`src/rtl/sprite_rect_pkg.sv`:
```
// Shared types and default colours for the sprite_rect block.
package sprite_pkg;

    typedef enum logic {
        ST_IDLE   = 1'b0,
        ST_MOVING = 1'b1
    } state_t;

    // Resolved direction set; up/left already win over down/right.
    typedef struct packed {
        logic up;
        logic down;
        logic left;
        logic right;
    } dir_t;

    localparam int DEFAULT_RGB_W = 3;
    localparam logic [DEFAULT_RGB_W-1:0] COLOR_WHITE = '1;
    localparam logic [DEFAULT_RGB_W-1:0] COLOR_BLACK = '0;

endpackage

```
`src/rtl/sprite_rect_if.sv`:
```
// Pixel, tick and direction bus between a video timing source and sprite_rect.
interface sprite_rect_if #(
    parameter int COORD_W = 10,
    parameter int RGB_W   = 3
);
    logic               tick;
    logic [COORD_W-1:0] row;
    logic [COORD_W-1:0] col;
    logic               pix_valid;
    logic               up_n;
    logic               down_n;
    logic               left_n;
    logic               right_n;
    logic [RGB_W-1:0]   rgb;
    logic               hit;
    logic [COORD_W-1:0] posx;
    logic [COORD_W-1:0] posy;

    modport master (
        output tick, row, col, pix_valid, up_n, down_n, left_n, right_n,
        input  rgb, hit, posx, posy
    );

    modport slave (
        input  tick, row, col, pix_valid, up_n, down_n, left_n, right_n,
        output rgb, hit, posx, posy
    );
endinterface

```
`src/rtl/sprite_rect_tick_divider.sv`:
```
// Divides game-update strobes down to one move event every PRESCALE strobes.
module tick_divider #(
    parameter int PRESCALE = 10
) (
    input  logic clk,
    input  logic reset,
    input  logic i_tick,
    output logic o_event
);
    localparam logic [7:0] LAST = 8'(PRESCALE - 1);

    logic [7:0] r_cnt;

    assign o_event = i_tick && !reset && (r_cnt == LAST);

    always_ff @(posedge clk) begin
        if (reset) begin
            r_cnt <= '0;
        end else if (i_tick) begin
            r_cnt <= o_event ? 8'd0 : r_cnt + 8'd1;
        end
    end
endmodule

```
`src/rtl/sprite_rect.sv`:
```
// Movable filled rectangle sprite with clamped motion and 1-cycle pixel draw.
// Optional step ramping is enabled by defining SPRITE_RECT_ACCEL_EN.
//
//   state     | meaning
//   ST_IDLE   | no direction active at the last move event; step is 1
//   ST_MOVING | a direction was active at the last move event
module sprite_rect
    import sprite_pkg::*;
#(
    parameter int               COORD_W  = 10,
    parameter int               RGB_W    = DEFAULT_RGB_W,
    parameter logic [RGB_W-1:0] COLOR    = {RGB_W{1'b1}},
    parameter int               WIDTH    = 10,
    parameter int               HEIGHT   = 100,
    parameter int               START_X  = 100,
    parameter int               START_Y  = 100,
    parameter int               LIMIT_X  = 640,
    parameter int               LIMIT_Y  = 480,
    parameter int               PRESCALE = 10,
    parameter int               MAX_STEP = 4
) (
    input  logic         clk,
    input  logic         reset,
    sprite_rect_if.slave bus
);
    typedef logic [COORD_W:0] ext_t;

    localparam ext_t WIDTH_E  = ext_t'(WIDTH);
    localparam ext_t HEIGHT_E = ext_t'(HEIGHT);
    localparam ext_t LIMIT_XE = ext_t'(LIMIT_X);
    localparam ext_t LIMIT_YE = ext_t'(LIMIT_Y);
    localparam ext_t MAX_XE   = ext_t'(LIMIT_X - WIDTH);
    localparam ext_t MAX_YE   = ext_t'(LIMIT_Y - HEIGHT);
    localparam logic [COORD_W-1:0] START_XC = COORD_W'(START_X);
    localparam logic [COORD_W-1:0] START_YC = COORD_W'(START_Y);

    if (MAX_STEP < 1 || MAX_STEP > 15) begin : g_bad_max_step
        $error("sprite_rect: MAX_STEP must be 1..15");
    end
    if (PRESCALE < 1 || PRESCALE > 255) begin : g_bad_prescale
        $error("sprite_rect: PRESCALE must be 1..255");
    end

    logic               w_event;
    dir_t               w_dir;
    logic               w_any;
    logic [3:0]         w_step;
    ext_t               w_step_e;
    ext_t               w_px;
    ext_t               w_py;
    ext_t               w_nx;
    ext_t               w_ny;
    ext_t               w_col;
    ext_t               w_row;
    logic               w_hit;
    state_t             r_state;
    state_t             w_state_nxt;
    logic [COORD_W-1:0] r_posx;
    logic [COORD_W-1:0] r_posy;
    logic               r_hit;
    logic [RGB_W-1:0]   r_rgb;

    tick_divider #(.PRESCALE(PRESCALE)) u_div (
        .clk     (clk),
        .reset   (reset),
        .i_tick  (bus.tick),
        .o_event (w_event)
    );

    always_comb begin
        w_dir       = '0;
        w_dir.up    = ~bus.up_n;
        w_dir.down  = bus.up_n & ~bus.down_n;
        w_dir.left  = ~bus.left_n;
        w_dir.right = bus.left_n & ~bus.right_n;
    end

    assign w_any = |w_dir;

    always_ff @(posedge clk) begin
        if (reset) begin
            r_state <= ST_IDLE;
        end else begin
            r_state <= w_state_nxt;
        end
    end

    always_comb begin
        w_state_nxt = r_state;
        case (r_state)
            ST_IDLE:   if (w_event && w_any)  w_state_nxt = ST_MOVING;
            ST_MOVING: if (w_event && !w_any) w_state_nxt = ST_IDLE;
            default:   w_state_nxt = ST_IDLE;
        endcase
    end

`ifdef SPRITE_RECT_ACCEL_EN
    localparam logic [3:0] STEP_MAX = 4'(MAX_STEP);

    logic [3:0] r_step;
    dir_t       r_dir;

    // Step used by this event; a changed direction set restarts the ramp at 1.
    always_comb begin
        w_step = 4'd1;
        if (r_state == ST_MOVING && w_dir == r_dir) begin
            w_step = (r_step < STEP_MAX) ? r_step + 4'd1 : r_step;
        end
    end

    always_ff @(posedge clk) begin
        if (reset) begin
            r_step <= 4'd1;
            r_dir  <= '0;
        end else if (w_event) begin
            r_step <= w_step;
            r_dir  <= w_dir;
        end
    end
`else
    assign w_step = 4'd1;
`endif

    assign w_step_e = ext_t'(w_step);
    assign w_px     = {1'b0, r_posx};
    assign w_py     = {1'b0, r_posy};

    always_comb begin
        w_nx = w_px;
        w_ny = w_py;
        if (w_dir.up) begin
            w_ny = (w_py < w_step_e) ? '0 : w_py - w_step_e;
        end else if (w_dir.down) begin
            w_ny = (w_py + HEIGHT_E + w_step_e > LIMIT_YE) ? MAX_YE : w_py + w_step_e;
        end
        if (w_dir.left) begin
            w_nx = (w_px < w_step_e) ? '0 : w_px - w_step_e;
        end else if (w_dir.right) begin
            w_nx = (w_px + WIDTH_E + w_step_e > LIMIT_XE) ? MAX_XE : w_px + w_step_e;
        end
    end

    // Compared against the current position, so an updating cycle draws the old one.
    assign w_col = {1'b0, bus.col};
    assign w_row = {1'b0, bus.row};
    assign w_hit = bus.pix_valid
                 && (w_col >= w_px) && (w_col < w_px + WIDTH_E)
                 && (w_row >= w_py) && (w_row < w_py + HEIGHT_E);

    always_ff @(posedge clk) begin
        if (reset) begin
            r_posx <= START_XC;
            r_posy <= START_YC;
            r_hit  <= 1'b0;
            r_rgb  <= '0;
        end else begin
            if (w_event) begin
                r_posx <= w_nx[COORD_W-1:0];
                r_posy <= w_ny[COORD_W-1:0];
            end
            r_hit <= w_hit;
            r_rgb <= w_hit ? COLOR : '0;
        end
    end

    assign bus.rgb  = r_rgb;
    assign bus.hit  = r_hit;
    assign bus.posx = r_posx;
    assign bus.posy = r_posy;
endmodule

```
`src/flat_wrapper.sv`:
```
// flat-port wrapper written by rule: the top's interface ports become plain ports
module sprite_rect_flat import sprite_pkg::*;
#(
    parameter int               COORD_W  = 10,
    parameter int               RGB_W    = DEFAULT_RGB_W,
    parameter logic [RGB_W-1:0] COLOR    = {RGB_W{1'b1}},
    parameter int               WIDTH    = 10,
    parameter int               HEIGHT   = 100,
    parameter int               START_X  = 100,
    parameter int               START_Y  = 100,
    parameter int               LIMIT_X  = 640,
    parameter int               LIMIT_Y  = 480,
    parameter int               PRESCALE = 10,
    parameter int               MAX_STEP = 4
)
  (clk, reset, bus_tick, bus_row, bus_col, bus_pix_valid, bus_up_n, bus_down_n, bus_left_n, bus_right_n, bus_rgb, bus_hit, bus_posx, bus_posy);
  sprite_rect_if #(.COORD_W(COORD_W), .RGB_W(RGB_W)) bus_i ();
  input  logic clk;
  input  logic reset;
  input wire logic [$bits(bus_i.tick)-1:0] bus_tick;
  input wire logic [$bits(bus_i.row)-1:0] bus_row;
  input wire logic [$bits(bus_i.col)-1:0] bus_col;
  input wire logic [$bits(bus_i.pix_valid)-1:0] bus_pix_valid;
  input wire logic [$bits(bus_i.up_n)-1:0] bus_up_n;
  input wire logic [$bits(bus_i.down_n)-1:0] bus_down_n;
  input wire logic [$bits(bus_i.left_n)-1:0] bus_left_n;
  input wire logic [$bits(bus_i.right_n)-1:0] bus_right_n;
  output wire logic [$bits(bus_i.rgb)-1:0] bus_rgb;
  output wire logic [$bits(bus_i.hit)-1:0] bus_hit;
  output wire logic [$bits(bus_i.posx)-1:0] bus_posx;
  output wire logic [$bits(bus_i.posy)-1:0] bus_posy;
  assign bus_i.tick = bus_tick;
  assign bus_i.row = bus_row;
  assign bus_i.col = bus_col;
  assign bus_i.pix_valid = bus_pix_valid;
  assign bus_i.up_n = bus_up_n;
  assign bus_i.down_n = bus_down_n;
  assign bus_i.left_n = bus_left_n;
  assign bus_i.right_n = bus_right_n;
  assign bus_rgb = bus_i.rgb;
  assign bus_hit = bus_i.hit;
  assign bus_posx = bus_i.posx;
  assign bus_posy = bus_i.posy;
  sprite_rect #(.COORD_W(COORD_W), .RGB_W(RGB_W), .COLOR(COLOR), .WIDTH(WIDTH), .HEIGHT(HEIGHT), .START_X(START_X), .START_Y(START_Y), .LIMIT_X(LIMIT_X), .LIMIT_Y(LIMIT_Y), .PRESCALE(PRESCALE), .MAX_STEP(MAX_STEP)) u_core (.clk(clk), .reset(reset), .bus(bus_i));
endmodule
```
`config.mk`:
```
export PLATFORM = sky130hd
export DESIGN_NAME = sprite_rect_flat
export DESIGN_NICKNAME = d
export VERILOG_FILES = /design/src/rtl/sprite_rect_pkg.sv /design/src/rtl/sprite_rect_if.sv /design/src/rtl/sprite_rect_tick_divider.sv /design/src/rtl/sprite_rect.sv /design/src/flat_wrapper.sv
export SDC_FILE = /design/constraint.sdc
export NUM_CORES = 1
export LEC_CHECK = 0
export BUFFER_PORTS_ARGS = -buffer_cell sky130_fd_sc_hd__buf_2
export CAP_MARGIN = 20
export CORE_AREA = 2 2 105 107
export CTS_CLUSTER_DIAMETER = 60
export CTS_CLUSTER_SIZE = 30
export DETAILED_ROUTE_END_ITERATION = 8
export DIE_AREA = 0 0 107 109
export GPL_ROUTABILITY_DRIVEN = 0
export HOLD_SLACK_MARGIN = 0.12
export PLACE_DENSITY = 0.48
export REMOVE_ABC_BUFFERS = 1
export SYNTH_ARGS = -nofsm -noshare
export SYNTH_HDL_FRONTEND = slang
export SYNTH_SLANG_ARGS = --single-unit
```
`constraint.sdc`:
```
create_clock -name clk -period 4.15 [get_ports clk]
set_input_delay 0.415 -clock clk [delete_from_list [all_inputs] [get_ports clk]]
set_output_delay 0.415 -clock clk [all_outputs]
set_load 0.01 [all_outputs]
```
==> flow_summary_export.csv, run 1 <==
group,metric,value,unit
sta,slew_violations,0,
sta,finalCriticalPeriod,3020,ps
sta,grt_setup_unrepaired,"false",
power,max-vdd-ir-drop,0.0798,mV
synthesis,synthDominantCellAreaShare,17.4,%
layout,flow.area_growth_from_synthesis,11.0,%
flow_run,cap_violations,0,
worst_setup_path,critical_setup_path_kind,"reg2reg",
layout,final.fill_count,1130,
power,cellPowerDensity,153,nW/µm²
sta,timing.fmax,0.331,GHz
synthesis,synth_seq_cells,29,
min_path,hp-class,"in2reg",
route,drt-initial-drc-count,169,
cts,cts.reportedPaths.clkPinSlew,70,ps
sta,max-slew-margin-rel,51.7,%
placement,detailedPlacementHpwl,7950,µm
floorplan,die-width,107,µm
route,vias,3597,
global_route,via_count_of_the_first_global_routing_pass,3394,
synthesis,synth_sequential_area_ratio,16.2,%
cts,cts_max_path_buffers,2,
route,post_drt_wl_per_cell,16.6,µm
layout,post_route_cells_drive_above_1_share,16.1,%
cts,ctsRootBufferMaster,"sky130_fd_sc_hd__clkbuf_8",
layout,mostFrequentLayoutCell,"sky130_fd_sc_hd__buf_2",
worst_setup_path,cp.required,4370,ps
floorplan,placement_rows,38,
cts,cts_inserted_buffers,5,
global_route,global_route_congestion_overflow_total,0,
cts,cts_num_sinks,29,
global_route,grt_max_degree,24,
cts,cts_resized,0,
sta,hold_viol,0,
cts,cts_hold_buf,0,
route,avgViaCountPerCell,5.70,
layout,final-instance-count-excl-fill,631,
worst_setup_path,startpoint_type_of_the_worst_setup_path,"register",
synthesis,mean_syn_cell_area,7.82,µm²
synthesis,synth_edf_count,0,
synthesis,syn_area,3590,µm²
cts,cts_tree,"built",
sta,final_min_period_over_clock_period,72.8,%
global_route,groute.usage.overall,18.0,%
power,report.power.total,610,µW
floorplan,top_ports,52,
synthesis,share_of_synthesized_registers_carrying_an_async_set_or_reset,0,%
worst_setup_path,worst-endpoint-arrival,3240,ps
floorplan,die_height,109,µm
route,drt_pre_antenna_iters,4,
sta,setup_viol_count_final,0,
route,drt_drc_violations_left,0,
worst_setup_path,worst_setup_path_end_kind,"register",
placement,post_dp_cell_area,3900,µm²
synthesis,count_of_distinct_cell_types_in_the_synthesized_netlist,73,
layout,n_antenna_cell,0,
run_status,outcome,"finished clean",
sta,finalClockSkew,4.24,ps
sta,worst_slew_pin_slew,725,ps
route,totalWireLength,10500,µm
synthesis,synth.top_cells.by_area,"sky130_fd_sc_hd__ha_1 17%, sky130_fd_sc_hd__dfxtp_1 16%, sky130_fd_sc_hd__a21oi_1 5.2%",
route,detail-route-antenna-nets,0,
layout,most-common-layout-cells,"51 x sky130_fd_sc_hd__buf_2, 50 x sky130_fd_sc_hd__ha_1, 37 x sky130_fd_sc_hd__a21oi_1",
synthesis,dominantRegCellSynth,"sky130_fd_sc_hd__dfxtp_1",
synthesis,synthCells,459,
layout,final_core_utilization,37.6,%
layout,num-nets-final,569,
global_route,grt_pass1_wl,16900,µm
floorplan,floorplan.die_area,11700,µm²
floorplan,starting_density,33.8,%
synthesis,yosys_warnings,0,
worst_setup_path,crit_fanout,14,
cts,worst_skew_pair.late_latency,280,ps
power,power.static_leakage,1.61,nW
placement,port_buffers,51,
global_route,initial_antenna_violation_count,0,
cts,postCtsSetupRepairBufs,0,
floorplan,placeable_core_region,10600,µm²
cts,h-tree-depth,2,
layout,finish.instance_area,3980,µm²
synthesis,synth_top_area_cell,"sky130_fd_sc_hd__ha_1",
placement,numPlacedInstances,624,
sta,fin_setup_tns,0,ps
-- kinds of logic (layout without fill, tap and decap cells) --
logic type / count (synthesis) / after routing / synth area share, %
flops: 29 / 29 / 16.2
mux: 5 / 5 / 1.46
xor+xnor: 26 / 26 / 7.25
buf+inv: 58 / 90 / 7.18
fa+ha+maj: 50 / 50 / 17.4
simple gates: 138 / 138 / 20.6
compound gates: 153 / 153 / 29.9
-- report_power, final --
group / switching (mW) / internal, mW
Sequential: 0.00302 / 0.280
Clock: 0.114 / 0.132
Combinational: 0.0456 / 0.0356
-- registers in the layout (all words and copies together) (netlist names) --
name,count
u_core.bus.posx,10
u_core.bus.posy,10
u_core.bus.rgb,1
u_core.u_div.r_cnt,8
-- per-layer routing --
metal  part of all wire [%]  wire length [µm]  global-route usage, %  up-vias
met1                     48              5040                   23.6     1721
met5                      0                 0                      0        -
met4                    1.4               144                   4.82        0
met3                    3.5               365                   3.23       16
met2                     47              4940                   30.4       67
li1                       -                 -                      -     1793
-- worst paths after layout --
check | from | to | slack, ps | cells past startpoint
worst min-delay path | bus_tick | u_core.u_div.r_cnt[0] | 480 | 3
worst max register to register | u_core.bus.posy[3] | u_core.bus.posy[0] | 1130 | 8
worst min register to register | u_core.u_div.r_cnt[1] | u_core.u_div.r_cnt[1] | 530 | 2
worst max-delay path | u_core.bus.posy[3] | u_core.bus.posy[0] | 1130 | 8
-- Yosys cell counts, types with 8 or more instances --
cell type / n
sky130_fd_sc_hd__nand3_1: 17
sky130_fd_sc_hd__ha_1: 50
sky130_fd_sc_hd__clkbuf_1: 18
sky130_fd_sc_hd__xor2_1: 8
sky130_fd_sc_hd__a21oi_1: 37
sky130_fd_sc_hd__xnor2_1: 15
sky130_fd_sc_hd__a21o_1: 13
sky130_fd_sc_hd__nor3_1: 18
sky130_fd_sc_hd__inv_1: 28
sky130_fd_sc_hd__nand4_1: 8
sky130_fd_sc_hd__dfxtp_1: 29
sky130_fd_sc_hd__nand2_1: 28
sky130_fd_sc_hd__nor2_1: 25
sky130_fd_sc_hd__a211oi_1: 12
sky130_fd_sc_hd__o21ai_0: 24
-- critical path, cell delays in order, from the launching register on --
cell                        delay [ps]
sky130_fd_sc_hd__dfxtp_1           580
sky130_fd_sc_hd__ha_1              420
sky130_fd_sc_hd__a211oi_2          140
sky130_fd_sc_hd__or3_4             380
sky130_fd_sc_hd__a2111oi_4         360
sky130_fd_sc_hd__mux2i_1           150
sky130_fd_sc_hd__o31a_1            400
sky130_fd_sc_hd__or3_1             380
sky130_fd_sc_hd__a21oi_1           140
-- cell type report --
cell class	count	area (µm²)	share of cell area [%]
Clock buffer	7	86.3	2.17
Inverter	30	120	3.02
Multi-Input combinational cell	372	2750	69.1
Sequential cell	29	581	14.6
Tap cell	140	175	4.40
Timing Repair Buffer	53	270	6.79
-- metrics by stage --
stage               setup slack (ps)  hold WS, ps
floorplan                       1420          480
global placement                1230          501
detailed placement              1200          517
CTS                             1150          481
global route                     907          505
finish                          1130          482
Note: power is estimated with default switching activity, not from simulation.
==> inputs of run 2 (changes only) <==
Clock period 4.15 ns to 2.85 ns, I/O delays scaled along.
==> run 2 against run 1 <==
Against the previous run: sequential share of layout area is 0.75 points lower; total power is 62% higher; largest cell class unchanged; sequential power is 46% higher; non-clock buffer count is 26 higher; clock power is 86% higher; critical path type unchanged; utilization is 2.2 points higher; maximum frequency is 15% higher.
==> flow_summary_export.csv, run 2 (synthesis results as in run 1) <==
group,metric,value,unit
run_status,outcome,"finished clean",
sta,timing.fmax,0.380,GHz
layout,flow.area_growth_from_synthesis,17.5,%
global_route,groute.usage.overall,18.4,%
sta,slew_violations,0,
sta,finalClockSkew,2.83,ps
global_route,grt_max_degree,24,
sta,hold_viol,0,
worst_setup_path,cp.required,3050,ps
cts,worst_skew_pair.late_latency,280,ps
sta,fin_ws,216,ps
cts,cts.reportedPaths.clkPinSlew,70,ps
sta,fin_setup_tns,0,ps
worst_setup_path,crit_fanout,15,
cts,cts_num_sinks,29,
layout,n_antenna_cell,0,
worst_setup_path,worst-r2r-setup-slack,220,ps
power,max-vdd-ir-drop,0.177,mV
route,post_drt_wl_per_cell,15.9,µm
min_path,hp-class,"in2reg",
route,detail-route-antenna-nets,0,
floorplan,floorplan.die_area,11700,µm²
layout,final-instance-count-excl-fill,658,
worst_setup_path,critical_setup_path_kind,"reg2reg",
placement,detailedPlacementHpwl,8230,µm
cts,postCtsSetupRepairBufs,0,
placement,numPlacedInstances,650,
worst_setup_path,rr_startpoint,"u_core.bus.posy[4]",
sta,grt_setup_unrepaired,"false",
route,totalWireLength,10500,µm
floorplan,die-width,107,µm
floorplan,die_height,109,µm
placement,detailedPlace.worstSlack,164,ps
sta,finalCriticalPeriod,2630,ps
cts,cts_max_path_buffers,2,
layout,post_route_cells_drive_above_1_share,21.2,%
worst_setup_path,reg2reg_to,"u_core.bus.rgb[1]",
route,avgViaCountPerCell,5.56,
worst_setup_path,worst-endpoint-arrival,2830,ps
route,drt-initial-drc-count,152,
global_route,via_count_of_the_first_global_routing_pass,3484,
power,cellPowerDensity,234,nW/µm²
floorplan,starting_density,33.8,%
sta,setup_viol_count_final,0,
flow_run,cap_violations,0,
layout,final_core_utilization,39.8,%
placement,post_dp_cell_area,4090,µm²
min_path,timing.hold.worst_endpoint,"u_core.u_div.r_cnt[1]",
route,vias,3657,
route,drt_drc_violations_left,0,
layout,mostFrequentLayoutCell,"sky130_fd_sc_hd__buf_2",
cts,cts_inserted_buffers,5,
worst_setup_path,crit_path_start,"u_core.bus.posy[4]",
min_path,worst_hold_startpoint,"bus_tick",
route,drt_pre_antenna_iters,4,
worst_setup_path,worst_setup_path_end_kind,"register",
global_route,grt_pass1_wl,17400,µm
layout,finish.instance_area,4220,µm²
sta,max-slew-margin-rel,55.2,%
sta,worst_slew_pin_slew,669,ps
cts,h-tree-depth,2,
floorplan,placement_rows,38,
global_route,initial_antenna_violation_count,0,
power,power.static_leakage,1.75,nW
layout,most-common-layout-cells,"51 x sky130_fd_sc_hd__buf_2, 49 x sky130_fd_sc_hd__ha_1, 37 x sky130_fd_sc_hd__a21oi_1",
floorplan,top_ports,52,
worst_setup_path,r2r.worst_path.cells,7,
sta,final_min_period_over_clock_period,92.4,%
min_path,hold_path_cell_cnt,3,
cts,ctsRootBufferMaster,"sky130_fd_sc_hd__clkbuf_8",
cts,cts_tree,"built",
floorplan,placeable_core_region,10600,µm²
placement,port_buffers,51,
layout,num-nets-final,595,
global_route,global_route_congestion_overflow_total,0,
worst_setup_path,startpoint_type_of_the_worst_setup_path,"register",
## run 2: cell count changes in the layout (fill, tap and decap cells not counted)
cell / previous run / this run
sky130_fd_sc_hd__clkinvlp_4: 0 / 1
sky130_fd_sc_hd__bufinv_16: 0 / 1
sky130_fd_sc_hd__dfxtp_2: 0 / 2
sky130_fd_sc_hd__buf_4: 2 / 28
sky130_fd_sc_hd__ha_2: 0 / 1
sky130_fd_sc_hd__clkbuf_1: 1 / 0
sky130_fd_sc_hd__ha_1: 50 / 49
sky130_fd_sc_hd__dfxtp_1: 29 / 27
## run 2: what timing repair did
item                       4_1_cts  5_1_grt
setup endpoints to repair        0        5
gates resized for setup          0        3
hold buffers                     0        0
## run 2: power by group
part           leakage [nW]  internal (mW)  switching [mW]
combinational          1.46         0.0542          0.0669
sequential            0.235          0.408         0.00404
clock                0.0574          0.284           0.171
total                  1.75          0.746           0.242
## run 2: metrics by stage
step                      hold WS (ps)  power, mW
after floorplan                    354      0.482
after global placement             509      0.541
after detailed placement           511      0.543
after CTS                          330       1.00
after global routing               376       1.04
final                              339      0.988
## run 2: worst max-delay path by stage
stage	end	cells after the start
after floorplan	u_core.bus.posy[0]	8
after CTS	u_core.bus.posy[3]	11
after global placement	u_core.bus.posy[0]	8
after detailed placement	u_core.bus.posy[3]	11
after global routing	u_core.bus.rgb[1]	9
final	u_core.bus.rgb[1]	7
## run 2: area by class of cell
class,instances,area (µm²)
fillers,1122,6390
multi-input cells,372,2750
flip-flops and latches,29,583
repair buffers,79,465
well taps,140,175
inverters,30,120
clock buffers,6,82.6
clock inverters,2,37.5
## run 2: worst max-delay path: stages, from the launching register on
cell,delay [ps]
sky130_fd_sc_hd__dfxtp_1,460
sky130_fd_sc_hd__a311o_1,490
sky130_fd_sc_hd__a221oi_1,540
sky130_fd_sc_hd__ha_1,340
sky130_fd_sc_hd__o21bai_1,200
sky130_fd_sc_hd__o21ai_0,160
sky130_fd_sc_hd__a31o_2,230
sky130_fd_sc_hd__nor4_1,140
## run 2: metal layers
layer	wire, µm	up-vias	track usage, %
met5	0	-	0
met4	156	0	5.66
met3	399	16	2.27
met2	4970	89	31.3
met1	4940	1708	24.4
li1	-	1844	-
